$ cat config.mk
export PLATFORM = sky130hd
export DESIGN_NAME = fetch_unit
export DESIGN_NICKNAME = d
export VERILOG_FILES = /design/src/rtl/fetch_pkg.sv /design/src/rtl/fetch_watchdog.sv /design/src/rtl/fetch_unit.sv
export SDC_FILE = /design/constraint.sdc
export NUM_CORES = 1
export LEC_CHECK = 0
export CAP_MARGIN = 10
export CORE_MARGIN = 10
export CORE_UTILIZATION = 43
export DETAILED_ROUTE_END_ITERATION = 6
export GPL_TIMING_DRIVEN = 0
export PLACE_DENSITY = 0.84
export SLEW_MARGIN = 20
export SYNTH_ARGS = -nofsm -noshare
export SYNTH_HDL_FRONTEND = slang
export SYNTH_SLANG_ARGS = --single-unit
$ cat constraint.sdc
create_clock -name CLK -period 3.6 [get_ports CLK]
set_clock_uncertainty 0.2 [all_clocks]
set_input_delay 0.72 -clock CLK [delete_from_list [all_inputs] [get_ports CLK]]
set_output_delay 0.72 -clock CLK [all_outputs]
set_load 0.02 [all_outputs]
$ cat src/rtl/fetch_pkg.sv
// Shared types and defaults for the instruction fetch unit and its watchdog.
package fetch_pkg;

    localparam int INSTR_W        = 10;
    localparam int DEFAULT_ADDR_W = 8;
    localparam logic [DEFAULT_ADDR_W-1:0] DEFAULT_RESET_PC = 8'h00;

    typedef enum logic [1:0] {
        FETCH  = 2'd0,
        ISSUE  = 2'd1,
        EXEC   = 2'd2,
        HALTED = 2'd3
    } fetch_state_t;

endpackage

$ cat src/rtl/fetch_watchdog.sv
// Counts consecutive un-acknowledged fetch cycles and flags when TIMEOUT is reached.
module fetch_watchdog
    import fetch_pkg::*;
#(
    parameter int TIMEOUT = 15
) (
    input  logic clk,
    input  logic rst,
    input  logic count_en,
    input  logic clear,
    output logic expired
);

    localparam int CNT_W = $clog2(TIMEOUT + 1);

    logic [CNT_W-1:0] count;

    // expired fires on the cycle whose edge would complete the TIMEOUT-th wait
    assign expired = count_en && (count == CNT_W'(TIMEOUT - 1));

    always_ff @(posedge clk or posedge rst) begin
        if (rst) begin
            count <= '0;
        end else if (clear) begin
            count <= '0;
        end else if (count_en && !expired) begin
            count <= count + CNT_W'(1);
        end
    end

endmodule

$ cat src/rtl/fetch_unit.sv
// Four-state instruction fetch unit driving a 10-bit instruction register.
// Define FETCH_UNIT_TIMEOUT_EN to add the fetch watchdog and sticky fetch_err.
module fetch_unit
    import fetch_pkg::*;
#(
    parameter int                ADDR_W   = DEFAULT_ADDR_W,
    parameter logic [ADDR_W-1:0] RESET_PC = ADDR_W'(DEFAULT_RESET_PC),
    parameter int                TIMEOUT  = 15
) (
    input  logic               CLK,
    input  logic               RST,
    output logic               imem_req,
    output logic [ADDR_W-1:0]  imem_addr,
    input  logic               imem_ack,
    input  logic [INSTR_W-1:0] imem_rdata,
    output logic [INSTR_W-1:0] ir_d,
    output logic               ir_en,
    input  logic               stall,
    input  logic               branch_valid,
    input  logic [ADDR_W-1:0]  branch_target,
    input  logic               halt,
    output logic [ADDR_W-1:0]  pc,
    output logic               halted,
    output logic               fetch_err
);

    fetch_state_t state;
    logic         handshake;
    logic         timeout_hit;

    assign handshake = imem_req && imem_ack;
    assign imem_addr = pc;

`ifdef FETCH_UNIT_TIMEOUT_EN
    logic wd_count_en;

    assign wd_count_en = (state == FETCH) && imem_req && !imem_ack;

    fetch_watchdog #(
        .TIMEOUT(TIMEOUT)
    ) u_watchdog (
        .clk     (CLK),
        .rst     (RST),
        .count_en(wd_count_en),
        .clear   (handshake),
        .expired (timeout_hit)
    );
`else
    assign timeout_hit = 1'b0;
`endif

    // imem_req is held low during reset and raised on the first edge after release
    always_ff @(posedge CLK or posedge RST) begin
        if (RST) begin
            state     <= FETCH;
            pc        <= RESET_PC;
            ir_d      <= '0;
            ir_en     <= 1'b0;
            imem_req  <= 1'b0;
            halted    <= 1'b0;
            fetch_err <= 1'b0;
        end else begin
            ir_en <= 1'b0;
            case (state)
                FETCH: begin
                    if (handshake) begin
                        ir_d     <= imem_rdata;
                        pc       <= pc + ADDR_W'(1);
                        imem_req <= 1'b0;
                        ir_en    <= 1'b1;
                        state    <= ISSUE;
                    end else if (timeout_hit) begin
                        fetch_err <= 1'b1;
                        imem_req  <= 1'b0;
                        halted    <= 1'b1;
                        state     <= HALTED;
                    end else begin
                        imem_req <= 1'b1;
                    end
                end
                ISSUE: begin
                    state <= EXEC;
                end
                EXEC: begin
                    // halt outranks branch; both wait for the execute stage to finish
                    if (!stall) begin
                        if (halt) begin
                            halted <= 1'b1;
                            state  <= HALTED;
                        end else begin
                            if (branch_valid) begin
                                pc <= branch_target;
                            end
                            imem_req <= 1'b1;
                            state    <= FETCH;
                        end
                    end
                end
                HALTED: begin
                    state <= HALTED;
                end
                default: begin
                    imem_req <= 1'b0;
                    state    <= FETCH;
                end
            endcase
        end
    end

endmodule

==> metrics.cfg <==
[synth]
synth_top_area_cell = dfrtp_1
synth.top_cell.area_share_pct = 51.2
synth-seq-area-share_pct = 51.2
ys_top_cells_by_area = dfrtp_1 51%, mux2_2 10%, buf_4 7.3%, a21oi_1 4.0%, o21ai_0 3.6%
post-synth-top-count-cell = dfrtp_1
synthArstFlopShare_pct = 100
synth.cell_area_sq_um = 1120
synth-edff-count = 0
yosysWarningCount = 0
synth.distinct_cells = 30
synth_common_cells = 23 x dfrtp_1, 11 x buf_4, 10 x mux2_2, 9 x a21oi_1, 8 x o21ai_0
syn-num-nets = 130
avgSynthCellArea_sq_um = 10.7
ys_ff_latch = 23
synth_flop_cell = dfrtp_1
syn_inst = 105

[placed_design]
gp_congestion = 0.736
placedCellCount = 187
dp.final_hpwl_mm = 2.48
port-buffer-count = 52
postPlaceCellArea_sq_um = 1680
dp_worst_setup_slack_ns = 0.898

[sta]
relSlewSlack_pct = 41.5
slew_violations = 0
finalSetupViolCount = 0
worst_slack_ns = 1.15
rsz0062_at_grt = no
setup_tns_ns = 0
hold_ws_ns = 0.265
worst_pin_slew_ns = 0.877
fin_crit_ns = 2.45
period_share_pct = 68.0
fmaxAchievable_mhz = 408
hold_viol_final = 0

[cells_and_area]
area_growth_pct = 51.9
layout-drive-gt1-share_pct = 16.8
final_cells = 191
n_antenna_cell = 0
fin_area_sq_um = 1710
fin_util_pct = 69.0
layout.nets = 187

[clocking]
root_buffer = clkbuf_4
htree_levels = 1
cts_tree = yes
clk_latency_ns = 0.30
cts.path.max_buffers = 2
clock-sinks = 23
path_clk_slew_ns = 0.12
numCtsBuffers = 3
cts_setup_buffers = 0
ctsResizeCount = 0
postCtsHoldBufs = 0

[power_and_ir_drop]
power_per_cell_area_nw_per_um2 = 880
power.total_mw = 1.50
leakagePower_nw = 0.718
vdd_drop_max_mv = 0.660

[drt]
antenna_left = 0
drtIter0Drc = 58
avgViaCountPerCell = 5.14
wl_per_cell_um = 15.8
vias = 981
wirelength_mm = 3.02
drcViolationCount = 0
dr.pass1.iters = 4

[die]
coreArea_sq_um = 2480
num_rows = 18
die_y_um = 71.1
fp.dieW_um = 71.1
io_pins = 54
initial_utilization_pct = 45.4
die_area_sq_um = 5060

[setup_path]
critical_path_required_ns = 2.68
crit_type = register to primary output
cp_max_fo = 8
cp-end-kind = primary output
start_kind = register
arrival_ns = 1.53

[global_route]
grt_pass1_wl_mm = 5.00
grt_pass1_vias = 1058
grt_overflow_total = 0
grt_max_degree = 24
grt_antenna_before_repair = 0
grt.total_usage_pct = 11.7

[worst_hold_path]
hp-class = register to register

[run_status]
status = complete, no violations

[run]
maxCapViolations = 0

[layout make-up]
cell class,instances,area (sq um)
clock buffers,4,26.3
inverters,3,11.3
repair buffers,52,520
flip-flops and latches,23,576
fillers,210,768
multi-input cells,67,452
well taps,30,37.5
plain buffers,12,86.3
[cell families after synthesis]
group / after synthesis / synth area share (%)
DFF: 23 / 51.2
adders and majority gates: 1 / 1.11
other: 1 / 0.333
muxes: 11 / 10.9
and+or+nand+nor: 26 / 12.0
buffers and inverters: 15 / 8.68
AOI/OAI and AO/OA: 28 / 15.8
[flip-flops by register name, summed over array words and instances, names as in the netlist]
name	cells
imem_addr	8
state	2
halted	1
ir_en	1
ir_d	10
imem_req	1
[report_power, final]
part           leakage (nW)  switching [mW]  internal, mW
clock network        0.0150          0.0730        0.0431
logic                 0.438           0.433         0.464
registers             0.265           0.116         0.375
[placed cells by master (no fill, tap or decap)]
cell,Yosys,layout
a21o_1,1,1
a2111o_1,1,1
mux2_2,10,10
nand2b_1,3,3
clkdlybuf4s50_1,0,52
and3_1,2,2
buf_4,11,11
a2bb2oi_1,2,2
clkbuf_1,1,2
nor2b_1,3,3
nor2_2,1,1
nor3_1,1,1
conb_1,1,1
and4_1,1,1
o21ai_0,8,8
a31oi_1,1,1
dfrtp_1,23,23
inv_1,3,3
or2_2,1,1
a21oi_1,9,9
a32oi_1,1,1
a2111oi_2,1,1
nand2_1,7,7
o22ai_1,1,1
clkbuf_4,0,3
ha_1,1,1
nand3_1,5,5
o21a_1,1,1
nor2_1,2,2
o21ai_1,1,1
a22oi_1,1,1
mux2i_1,1,1
[critical path, stage by stage, from the launching register on]
cell	delay [ns]
dfrtp_1	0.49
buf_4	0.15
clkdlybuf4s50_1	0.59
[metal layers]
layer / vias up / routed length (um) / global-route usage [%]
met5: - / 0 / 0
met4: 0 / 4 / 2.58
met3: 2 / 413 / 7.53
met2: 44 / 1420 / 19.4
met1: 458 / 1190 / 12.2
li1: 477 / - / -
[final timing paths]
path / end / startpoint / slack, ns / depth (start not counted)
worst min register to register: halted / halted / 0.27 / 1
worst min-delay path: halted / halted / 0.27 / 1
worst max-delay path: pc[4] / imem_addr[4] / 1.15 / 2
max in group asynchronous: imem_addr[2] / RST / 1.97 / 2
worst max register to register: ir_d[1] / state[0] / 1.68 / 3
min in group asynchronous: ir_d[3] / RST / 0.69 / 2
Power figures use the tool's default switching activity.
